--- config.mk ---
export PLATFORM = sky130hd
export DESIGN_NAME = imem_loader
export DESIGN_NICKNAME = d
export VERILOG_FILES = /design/src/rtl/loader_pkg.sv /design/src/rtl/byte_packer.sv /design/src/rtl/imem_loader.sv
export SDC_FILE = /design/constraint.sdc
export NUM_CORES = 1
export LEC_CHECK = 0
export CELL_PAD_IN_SITES_DETAIL_PLACEMENT = 0
export CELL_PAD_IN_SITES_GLOBAL_PLACEMENT = 2
export CORE_ASPECT_RATIO = 0.5
export CORE_MARGIN = 10
export CORE_UTILIZATION = 37
export CTS_CLUSTER_SIZE = 14
export DETAILED_ROUTE_END_ITERATION = 8
export PLACE_DENSITY_LB_ADDON = 0.1
export SLEW_MARGIN = 5
export SYNTH_ARGS = -nofsm -noshare
export SYNTH_HDL_FRONTEND = slang
export SYNTH_SLANG_ARGS = --single-unit
--- constraint.sdc ---
create_clock -name clock -period 3.4 [get_ports clock]
set_input_delay 0.51 -clock clock [delete_from_list [all_inputs] [get_ports clock]]
set_output_delay 0.51 -clock clock [all_outputs]
set_load 0.02 [all_outputs]
--- src/rtl/loader_pkg.sv ---
// Shared types and constants for the instruction-memory boot loader.
package loader_pkg;

    typedef enum logic [2:0] {
        HDR_LO,
        HDR_HI,
        PAYLOAD,
        CHECK,
        RUN,
        ERROR
    } state_t;

    localparam int HDR_BYTES      = 2;
    localparam int BYTES_PER_WORD = 4;

endpackage

--- src/rtl/byte_packer.sv ---
// Packs accepted bytes little-endian into 32-bit words.
// Flags the word on the same cycle its fourth byte is accepted.
module byte_packer (
    input  logic        clock,
    input  logic        reset,
    input  logic        clear,
    input  logic        byte_valid,
    input  logic [7:0]  byte_in,
    output logic        word_valid,
    output logic [31:0] word
);

    logic [1:0]  r_lane;
    logic [31:0] r_shift;

    always_ff @(posedge clock or negedge reset) begin
        if (!reset) begin
            r_lane  <= '0;
            r_shift <= '0;
        end else if (clear) begin
            r_lane  <= '0;
            r_shift <= '0;
        end else if (byte_valid) begin
            r_lane  <= r_lane + 2'd1;
            r_shift <= {byte_in, r_shift[31:8]};
        end
    end

    // Byte 0 ends up in bits [7:0] after three right shifts plus the incoming lane 3.
    assign word_valid = byte_valid && (r_lane == 2'd3);
    assign word       = {byte_in, r_shift[31:8]};

endmodule

--- src/rtl/imem_loader.sv ---
// Boot loader: parses a length-prefixed, XOR-checked byte frame, writes words
// to instruction memory and releases the CPU once the image verifies.
module imem_loader
    import loader_pkg::*;
#(
    parameter int                DEPTH_WORDS = 64,
    parameter int                ADDR_W      = 32,
    parameter logic [ADDR_W-1:0] BASE_ADDR   = '0
) (
    input  logic              clock,
    input  logic              reset,
    input  logic [7:0]        in_data,
    input  logic              in_valid,
    output logic              in_ready,
    input  logic              restart,
    output logic              imem_we,
    output logic [ADDR_W-1:0] imem_addr,
    output logic [31:0]       imem_wdata,
    output logic              cpu_hold,
    output logic              done,
    output logic              error
);

    state_t            r_state;
    state_t            w_state_next;
    logic [7:0]        r_n_lo;
    logic [15:0]       r_n;
    logic [15:0]       r_word_idx;
    logic [7:0]        r_xor;
    logic              r_we;
    logic [ADDR_W-1:0] r_addr;
    logic [31:0]       r_wdata;
    logic              r_hold;
    logic              r_done;
    logic              r_error;

    logic              w_accept;
    logic              w_pay_byte;
    logic              w_rearm;
    logic [15:0]       w_n_hdr;
    logic              w_word_valid;
    logic [31:0]       w_word;
    logic              w_last_word;

    assign w_accept    = in_valid && in_ready;
    assign w_pay_byte  = w_accept && (r_state == PAYLOAD);
    assign w_rearm     = restart && ((r_state == RUN) || (r_state == ERROR));
    assign w_n_hdr     = {in_data, r_n_lo};
    assign w_last_word = w_word_valid && ((r_word_idx + 16'd1) == r_n);

    byte_packer u_packer (
        .clock      (clock),
        .reset      (reset),
        .clear      (w_rearm),
        .byte_valid (w_pay_byte),
        .byte_in    (in_data),
        .word_valid (w_word_valid),
        .word       (w_word)
    );

    always_comb begin
        w_state_next = r_state;
        in_ready     = 1'b0;
        case (r_state)
            HDR_LO: begin
                in_ready = 1'b1;
                if (w_accept) w_state_next = HDR_HI;
            end
            HDR_HI: begin
                in_ready = 1'b1;
                if (w_accept) begin
                    if (32'(w_n_hdr) > 32'(DEPTH_WORDS)) w_state_next = ERROR;
                    else if (w_n_hdr == 16'd0)           w_state_next = CHECK;
                    else                                 w_state_next = PAYLOAD;
                end
            end
            PAYLOAD: begin
                in_ready = 1'b1;
                if (w_last_word) w_state_next = CHECK;
            end
            CHECK: begin
                in_ready = 1'b1;
                if (w_accept) w_state_next = (in_data == r_xor) ? RUN : ERROR;
            end
            RUN, ERROR: begin
                if (restart) w_state_next = HDR_LO;
            end
            default: w_state_next = HDR_LO;
        endcase
    end

    always_ff @(posedge clock or negedge reset) begin
        if (!reset) begin
            r_state    <= HDR_LO;
            r_n_lo     <= '0;
            r_n        <= '0;
            r_word_idx <= '0;
            r_xor      <= '0;
            r_we       <= 1'b0;
            r_addr     <= BASE_ADDR;
            r_wdata    <= '0;
            r_hold     <= 1'b1;
            r_done     <= 1'b0;
            r_error    <= 1'b0;
        end else begin
            r_state <= w_state_next;
            if ((r_state == HDR_LO) && w_accept) r_n_lo <= in_data;
            if ((r_state == HDR_HI) && w_accept) r_n <= w_n_hdr;

            if (w_rearm) begin
                r_word_idx <= '0;
                r_xor      <= '0;
            end else begin
                if (w_pay_byte)   r_xor      <= r_xor ^ in_data;
                if (w_word_valid) r_word_idx <= r_word_idx + 16'd1;
            end

            // Address and data hold their value between writes.
            r_we <= w_word_valid;
            if (w_word_valid) begin
                r_addr  <= BASE_ADDR + ADDR_W'(32'(r_word_idx) * BYTES_PER_WORD);
                r_wdata <= w_word;
            end

            r_hold  <= (w_state_next != RUN);
            r_done  <= (w_state_next == RUN);
            r_error <= (w_state_next == ERROR);
        end
    end

    assign imem_we    = r_we;
    assign imem_addr  = r_addr;
    assign imem_wdata = r_wdata;
    assign cpu_hold   = r_hold;
    assign done       = r_done;
    assign error      = r_error;

endmodule

# Word-level counts from Yosys, hierarchy flattened
# Cells that the tools add are included.
[word_totals] ff_bits=137 latch_bits=0 ram_bits=0 mem_bits_ro=0 in_bits=12 word_cells=60 mem_count=0
[classes] n_addsub=2 mul=0 div=0 magnitude_cmp=1 eq_ne=11 shift=0 mux=18 bitwise_logic=1 reduce_logical=14
[ops] op="$mux W32" count=2
[ops] op="$mux W16" count=2
[ops] op="$mux W3" count=6
[ops] op="$add A16 B1 Y16 const B" count=1
[ops] op="$eq A16 B16 Y1" count=1
[ops] op="$gt A16 B7 Y1 const B" count=1
[ops] op="$logic_not A16 Y1" count=1
[ops] op="$mux W8" count=2
[ops] op="$pmux W3 S5" count=1
[ops] op="$eq A3 B3 Y1 const B" count=4
[ops] op="$eq A8 B8 Y1" count=1
[ops] op="$xor A8 B8 Y8" count=1
[ops] op="$logic_and A1 B1 Y1" count=7
[ops] op="$eq A3 B2 Y1 const B" count=2
[ops] op="$mux W2" count=2
[ops] op="$reduce_bool A2 Y1" count=2
[ops] op="$reduce_or A4 Y1" count=1
[ops] op="$eq A3 B1 Y1 const B" count=1
[ops] op="$logic_not A3 Y1" count=1
[ops] op="$mux W1" count=3
[ops] op="$ne A3 B3 Y1 const B" count=1
[ops] op="$add A2 B1 Y2 const B" count=1
[ops] op="$eq A2 B2 Y1 const B" count=1
[ops] op="$reduce_or A2 Y1" count=1
[ops] op="$logic_or A1 B1 Y1" count=1

# Depth between registers and ports, before layout
# Gate-level depths: netlist (run 1).
[depth] ltp_word=10 ltp_mapped=9

# Cells and area by module
# Synthesis (run 1) repeated with hierarchy kept, for this count alone.
[hier_totals] hier_cells=506 hier_area_um2=6020.8
[modules_own_cells] module="imem_loader" instances=1 cells_each=412 area_per_inst_um2=4865.9 seq_area_each_um2=2578.7
[modules_own_cells] module="byte_packer" instances=1 cells_each=94 area_per_inst_um2=1154.9 seq_area_each_um2=650.6

# Least setup slack after synthesis (run 1)
# OpenSTA, ideal clock, no wires.
[synth_path] path_kind="flip-flop to flip-flop" from="register r_state[2]" to="register r_n[10]" setup_time_ns=0.128 arrival_ns=1.901 t_required_ns=3.272 setup_slack_ns=1.372 stages_incl_launch_ff=9 n_path_buf=3 period_less_slack_ns=2.028 path_cell_list="dfrtp_1 -> buf_2 -> inv_1 -> nand2_1 -> nor2_1 -> and2_1 -> clkbuf_1 -> buf_2 -> mux2_1"
[synth_via] elab_chain_len=5 word_cells_on_any_way=8 classes_between="eq/ne: 3; mux: 1; reduce/logical: 4"
[synth_lines] item="from (decl)" line="imem_loader.sv:24" rtl="state_t r_state;"
[synth_lines] item="from (signal assigned)" line="imem_loader.sv:106" rtl="r_state <= w_state_next;"
[synth_lines] item="$eq A3 B2 Y1, or another cell as far along" line="imem_loader.sv:64" rtl="case (r_state)"
[synth_lines] item="$reduce_or A4 Y1 (no line) (*)"
[synth_lines] item="$mux W1 (*)" line="imem_loader.sv:64"
[synth_lines] item="via in_ready" line="imem_loader.sv:14" rtl="output logic in_ready,"
[synth_lines] item="$logic_and A1 B1 Y1 (*)" line="imem_loader.sv:45" rtl="assign w_accept = in_valid && in_ready;"
[synth_lines] item="$logic_and A1 B1 Y1 (*)" line="imem_loader.sv:108" rtl="if ((r_state == HDR_HI) && w_accept) r_n <= w_n_hdr;"
[synth_lines] item="to (signal assigned)" line="imem_loader.sv:108"
[synth_lines] item="to (decl)" line="imem_loader.sv:27" rtl="logic [15:0] r_n;"
# The timed path passes the listed nets; every way through them passes the cells marked *.
# A chain may end at the register's enable or synchronous reset.

# Final worst setup path (run 1)
[layout_path] from="register r_word_idx[3]" to="register r_error, in the netlist error"
[layout_via] elab_chain_len=6
[layout_lines] item="from (decl)" line="imem_loader.sv:28" rtl="logic [15:0] r_word_idx;"
[layout_lines] item="from (signal assigned)" line="imem_loader.sv:115" rtl="if (w_word_valid) r_word_idx <= r_word_idx + 16'd1;"
[layout_lines] item="$add A16 B1 Y16" line="imem_loader.sv:49" rtl="assign w_last_word = w_word_valid && ((r_word_idx + 16'd1) == r_n);"
[layout_lines] item="$eq A16 B16 Y1" line="imem_loader.sv:49"
[layout_lines] item="$logic_and A1 B1 Y1" line="imem_loader.sv:49"
[layout_lines] item="$mux W3" line="imem_loader.sv:79" rtl="if (w_last_word) w_state_next = CHECK;"
[layout_lines] item="$pmux W3 S5" line="imem_loader.sv:64"
[layout_lines] item="$eq A3 B3 Y1" line="imem_loader.sv:127" rtl="r_error <= (w_state_next == ERROR);"
[layout_lines] item="to (signal assigned)" line="imem_loader.sv:127"
[layout_lines] item="to (decl)" line="imem_loader.sv:35" rtl="logic r_error;"
# Every way passes these cells.

==> summary.md, run 1 <==
| Metric | Value |
|---|---|
| Worst min path class | `in -> async` |
| CTS Buf Count | `17` |
| Crit path cell chain | `nand4_1 > nor4_1 > xnor2_1 > o2111a_1 > nand4_1 > a21boi_1` |
| Total Die Area | `21,700 µm²` |
| R2R depth | `6` |
| Max-slew violation count | `0` |
| WP depth | `6` |
| Core Region | `~16,000 µm²` |
| Minimum clock period | `2.44 ns` |
| Routed WL | `15.6 mm` |
| Dpl hpwl | `around 10 mm` |
| Cell area after layout | `7330 µm²` |
| EDFF count, synth | `0` |
| Layout area overhead | `24.2%` |
| Final #Nets | `roughly 680` |
| Seq/Total Area, Yosys | `54.7%` |
| Pint | `3.24 mW` |
| Yosys cell types | `58` |
| Total track usage | `15.0%` |
| Post-DR wirelength/cell | `17.6 µm` |
| Initial antenna violation count | `0` |
| RSZ-0062 raised after global routing | `false` |
| Gate power share | `15.0%` |
| IO Pins | `slightly above 80` |
| Crit path required time | `between 3 and 4 ns` |
| Critical path's top delay family | `simple AND/OR/NAND/NOR gates` |
| Crit path kind | `reg -> reg` |
| Die height | `109 µm` |
| Max incr delay on CP | `~0.62 ns` |
| CP Launch Type | `flip-flop` |
| Pwr dens | `just over 600 nW/µm²` |
| Worst path slowest cell | `nor4_1` |
| Initial Util | `38.0%` |
| P_sw | `1.28 mW` |
| Drt first pass iters | `4` |
| Status | `finished, final reports clean` |
| R2r setup slk | `0.96 ns` |
| Slew @ Worst Pin | `1.04 ns` |
| Diode count | `0` |
| Power share of the clock group | `43.2%` |
| Finish-stage setup viols | `0` |
| Critical Path Source | `r_word_idx[3]$_DFFE_PN0P_` |
| Die Wd | `199 µm` |
| Vias in the first global route | `4,495` |
| PortBufs | `64` |
| Worst flop-to-flop path startpoint | `r_word_idx[3]$_DFFE_PN0P_` |
| Clk sink count | `129` |
| WP data arrival | `between 2 and 3 ns` |
| CP dominant cell by count | `nand4_1` |
| Routed Antenna Nets | `0` |
| Largest net degree at the start of global routing | `70` |
| Max Cap Violations | `0` |
| FFs w/ async S/R, synth | `between 90% and 100%` |
| Period utilization | `71.8%` |
| Crit. End Element | `flip-flop` |
| Final Wtd Congestion | `0.799` |
| Leakage | `3.47 nW` |
| YS warnings | `0` |
| Remaining global-route overflow | `0` |
| Slew HR | `around 30%` |
| First-pass GRT wire length | `approximately 26 mm` |
| Predominant post-synthesis flop cell | `dfrtp_1` |
| Net Sw Frac | `28.2%` |
| CTS tree | `built` |
| Share of power burned in registers | `41.7%` |
| Via count | `4,441` |
| Cell Area, Placed | `between 6000 and 7000 µm²` |
| Vias per Instance | `5.01` |
| Hold slack | `0.0691 ns` |
| Postcts setup bufs | `0` |
| Worst VDD drop | `0.327 mV` |
| Clock slew seen by the registers of the worst setup and hold paths | `0.07 ns` |
| Worst Skew | `between 0.01 and 0.015 ns` |
| Worst path bufs/invs | `0` |
| Power, Total | `between 4 and 5 mW` |
| FMAX | `0.410 GHz` |
| Htree depth | `4` |
| Post-Syn Area | `5910 µm²` |
| Worst-Skew Late Latency | `a little over 0.4 ns` |
| Crit path to | `error$_DFF_PN0_` |
| DRT iter0 DRCs | `286` |
| Cell count after synthesis | `between 600 and 700` |
| Reg2Reg Capture Point | `error$_DFF_PN0_` |
| Avg Cell Area, Syn | `9.70 µm²` |
| Post-CTS resize count | `0` |
| Setup TNS | `0 ns` |
| # rows | `32` |
| Hold-fix buffer count after cts | `0` |
| Longest Clk Path Bufs | `2` |
| Register bit total from synthesis | `129` |
| Root buf cell | `clkbuf_16` |
| Final hold violation count | `0` |
| CP max FO | `10` |
| Share of layout cells above drive strength 1 | `9.96%` |
| Post-route DRC violation count | `0` |
[synth_stat cells, types with 9 or more instances]
cell      count  area, µm²
a22o_1       17        149
nand3_1      10       50.1
xnor2_1      20        175
buf_2        11       55.1
a21oi_1      11       55.1
nand2_1     189        709
nor2_1       30        113
dfrtp_1     128       3200
nand4_1       9       56.3
o21ai_1      29        145
buf_4        18        135
o21ai_0      10       50.1
xor2_1        9       78.8
mux2_1       16        180
clkbuf_1     20       75.1
[power groups by stage]
stage | Sequential [mW] | Combinational (mW) | Clock, mW
after detailed placement | 1.91 | 0.686 | 0
final | 1.89 | 0.680 | 1.95
after global placement | 1.91 | 0.678 | 0
after floorplan | 1.86 | 0.497 | 0
after CTS | 1.89 | 0.689 | 1.99
after global routing | 1.91 | 0.755 | 2.08
[flip-flops by register name, indices dropped and copies added, names as in the netlist]
signal            cells
imem_addr            16
imem_wdata           32
u_packer.r_lane       2
r_xor                 8
r_word_idx           16
r_state               3
u_packer.r_shift     24
done                  1
r_n_lo                8
error                 1
imem_we               1
cpu_hold              1
r_n                  16
[kinds of logic (layout without fill, tap and decap cells)]
| kind of cell | after synthesis | after routing | synth area share, % |
|---|---|---|---|
| buf+inv | 57 | 116 | 5.04 |
| fa+ha+maj | 2 | 2 | 0.424 |
| simple gates | 278 | 278 | 20.9 |
| flops | 129 | 129 | 54.7 |
| compound gates | 88 | 88 | 9.87 |
| other cells | 1 | 16 | 0.0635 |
| mux | 25 | 25 | 4.74 |
| xor+xnor | 29 | 29 | 4.30 |
[layer usage]
layer	vias up	track usage [%]	routed length, µm
met1	2199	21.3	8130
met3	11	3.08	536
li1	2157	-	-
met5	-	0	0
met4	0	5.19	146
met2	74	22.1	6810
[metrics by stage]
step	util [%]	instances	worst slack [ns]
after floorplan	-	624	1.37
after global placement	43.2	855	0.830
after detailed placement	43.2	855	0.847
after CTS	47.2	887	0.968
after global routing	47.2	887	0.730
final	47.2	887	0.959
[area by class of cell]
cell class,count,area (µm²)
flip-flops and latches,129,3230
clock inverters,14,190
multi-input cells,438,2440
fillers,1500,8200
clock buffers,18,439
inverters,5,18.8
repair buffers,79,763
well taps,204,255
[placed cells by master (no fill, tap or decap), types with 11 or more instances in the layout]
master / count
clkdlybuf4s50_1: 63
buf_4: 15
dfrtp_1: 128
o21ai_1: 29
nor2_1: 29
conb_1: 16
xnor2_1: 20
a22o_1: 17
clkbuf_16: 17
nand2_1: 189
mux2_1: 16
a21oi_1: 11
[worst min-delay path by stage]
| stage | from | end | slack (ns) | depth (start not counted) |
|---|---|---|---|---|
| floorplan | reset | done$_DFF_PN0_ | 0.21 | 0 |
| CTS | reset | imem_addr[5]$_DFFE_PN0P_ | 0.08 | 1 |
| detailed placement | imem_wdata[11]$_DFFE_PN0P_ | imem_wdata[11]$_DFFE_PN0P_ | 0.46 | 2 |
| global route | reset | imem_addr[5]$_DFFE_PN0P_ | 0.1 | 1 |
| finish | reset | imem_addr[5]$_DFFE_PN0P_ | 0.07 | 1 |
| global placement | imem_addr[11]$_DFFE_PN0P_ | imem_addr[11]$_DFFE_PN0P_ | 0.46 | 2 |
Power figures use the tool's default switching activity.
==> inputs of run 2 (changes only) <==
--- a/config.mk
+++ b/config.mk
@@ -9,7 +9,7 @@
 export CELL_PAD_IN_SITES_GLOBAL_PLACEMENT = 2
 export CORE_ASPECT_RATIO = 0.5
 export CORE_MARGIN = 10
-export CORE_UTILIZATION = 37
+export CORE_UTILIZATION = 34
 export CTS_CLUSTER_SIZE = 14
 export DETAILED_ROUTE_END_ITERATION = 8
 export PLACE_DENSITY_LB_ADDON = 0.1
==> constraint.sdc (replaced) <==
create_clock -name clock -period 2.55 [get_ports clock]
set_input_delay 0.3825 -clock clock [delete_from_list [all_inputs] [get_ports clock]]
set_output_delay 0.3825 -clock clock [all_outputs]
set_load 0.02 [all_outputs]
==> summary.md, run 2 (synthesized netlist as in run 1, its figures left out) <==
| Metric | Value |
|---|---|
| Status | `finished, final reports clean` |
| Post-DR wirelength/cell | `17.0 µm (-3.4%)` |
| Share of layout cells above drive strength 1 | `12.3% (+2.3 points)` |
| Vias in the first global route | `4,602 (+2.4%)` |
| Routed WL | `15.8 mm (+1.2%)` |
| CTS tree | `built` |
| Die height | `113 µm (+3.5%)` |
| Die Wd | `206 µm (+3.9%)` |
| Core Region | `16,700 µm² (+7.4%)` |
| Initial Util | `35.4% (-2.6 points)` |
| Crit path required time | `2.90 ns (-0.83 ns)` |
| Pwr dens | `810 nW/µm² (+31%)` |
| # rows | `33 (+3.1%)` |
| Dpl hpwl | `10.6 mm (+4.8%)` |
| Diode count | `0 (unchanged)` |
| CP max FO | `5 (-5)` |
| Slack of the critical path | `0.276 ns (-0.683 ns)` |
| Period utilization | `89.2% (+17 points)` |
| Final hold violation count | `0 (unchanged)` |
| Drt first pass iters | `4 (unchanged)` |
| Initial antenna violation count | `0 (unchanged)` |
| Final Wtd Congestion | `0.778 (-2.7%)` |
| Vias per Instance | `4.83 (-3.6%)` |
| Commonest non-fill, non-tap cell in the layout | `nand2_1` |
| Routed Antenna Nets | `0 (unchanged)` |
| WHS Path Cells | `2` |
| DRT iter0 DRCs | `224 (-22%)` |
| Worst Skew | `0.0115 ns (+0.000405 ns)` |
| Longest Clk Path Bufs | `2 (unchanged)` |
| Clk sink count | `129 (unchanged)` |
| Pre-CTS WS | `0.0704 ns (-0.777 ns)` |
| Clock slew seen by the registers of the worst setup and hold paths | `0.07 ns (about the same)` |
| Final #Nets | `703 (+2.8%)` |
| Power, Total | `6.11 mW (+35%)` |
| Util after Layout | `45.3% (-2.0 points)` |
| CP Launch Type | `flip-flop` |
| Postcts setup bufs | `0 (unchanged)` |
| First-pass GRT wire length | `26.4 mm (+2.6%)` |
| Worst VDD drop | `0.536 mV (+64%)` |
| WP data arrival | `2.62 ns (-0.15 ns)` |
| Max Cap Violations | `0 (unchanged)` |
| Largest net degree at the start of global routing | `70 (unchanged)` |
| R2R depth | `7 (+1)` |
| Crit. End Element | `flip-flop` |
| Finish-stage setup viols | `0 (unchanged)` |
| Htree depth | `4 (unchanged)` |
| Worst-Skew Late Latency | `0.42 ns (about the same)` |
| Hold-fix buffer count after cts | `1 (+1)` |
| Post-route DRC violation count | `0 (unchanged)` |
| Crit path kind | `reg -> reg` |
| Post-CTS resize count | `0 (unchanged)` |
| Worst min path class | `reg -> reg` |
| Layout area overhead | `27.8%` |
| Leakage | `3.59 nW (+3.4%)` |
| Minimum clock period | `2.27 ns (-0.167 ns)` |
| Setup TNS | `0 ns (unchanged)` |
| Leading cell types in the layout, fill and taps excluded | `nand2_1 (189), dfrtp_1 (128), clkdlybuf4s50_1 (63)` |
| Slew HR | `32.8% (+2.3 points)` |
| PortBufs | `64 (unchanged)` |
| Root buf cell | `clkbuf_16` |
| Max-slew violation count | `0 (unchanged)` |
| Largest register FFs | `32 (unchanged)` |
| RSZ-0062 raised after global routing | `false` |
| Total track usage | `14.3% (-0.66 points)` |
| Hold slack | `0.469 ns (+0.400 ns)` |
| FMAX | `0.440 GHz (+7.4%)` |
| CTS Buf Count | `17 (unchanged)` |
| Via count | `4,484 (+0.97%)` |
| Remaining global-route overflow | `0 (unchanged)` |
| Total Die Area | `23,400 µm² (+7.5%)` |
| Slew @ Worst Pin | `1.00 ns (-0.0346 ns)` |
| IO Pins | `81 (unchanged)` |
-- run 2: changes by cell type in the layout (fill, tap and decap cells not counted), sizes merged --
cell,delta
inv,-1
clkinv,+1
dlygate4sd3,+1
clkbuf,-1
bufinv,+1
buf,+18
-- run 2: where the power goes --
group	switching (mW)	internal (mW)
sequential	0.225	2.28
clock	1.02	1.67
combinational	0.471	0.448
-- run 2: metrics by stage --
step,instances,area (µm²)
detailed placement,896,6900
floorplan,624,5960
global placement,896,6900
global route,929,7550
finish,929,7550
CTS,929,7550
-- run 2: worst paths after layout --
path	startpoint	end	slack, ns
min reg2reg	imem_addr[14]$_DFFE_PN0P_	imem_addr[14]$_DFFE_PN0P_	0.47
max	r_word_idx[0]$_DFFE_PN0P_	error$_DFF_PN0_	0.28
min in group asynchronous	reset	r_n[13]$_DFFE_PN0P_	0.51
max in group asynchronous	reset	imem_wdata[4]$_DFFE_PN0P_	1.36
max reg2reg	r_word_idx[0]$_DFFE_PN0P_	error$_DFF_PN0_	0.28
min	imem_addr[14]$_DFFE_PN0P_	imem_addr[14]$_DFFE_PN0P_	0.47
-- run 2: worst max-delay path, stage by stage (launching register included) --
cell and delay, ns:
dfrtp_1 0.44, ha_1 0.35, xor2_1 0.15, nor4b_1 0.33, nand4_1 0.18, a2111oi_2 0.35, nand4_1 0.22, a21boi_1 0.18
-- run 2: metal layers --
metal  routed length [µm]  GRT usage, %
met1                 8030          20.3
met5                    0             0
met4                  179          4.78
met3                  691          3.70
met2                 6900          20.6
-- run 2: final cells by class --
class / count / area, µm²
Clock buffer: 17 / 425
Multi-Input combinational cell: 438 / 2440
Sequential cell: 129 / 3230
Clock inverter: 15 / 216
Tap cell: 227 / 284
Timing Repair Buffer: 98 / 937
Inverter: 5 / 18.8
Fill cell: 1644 / 9130
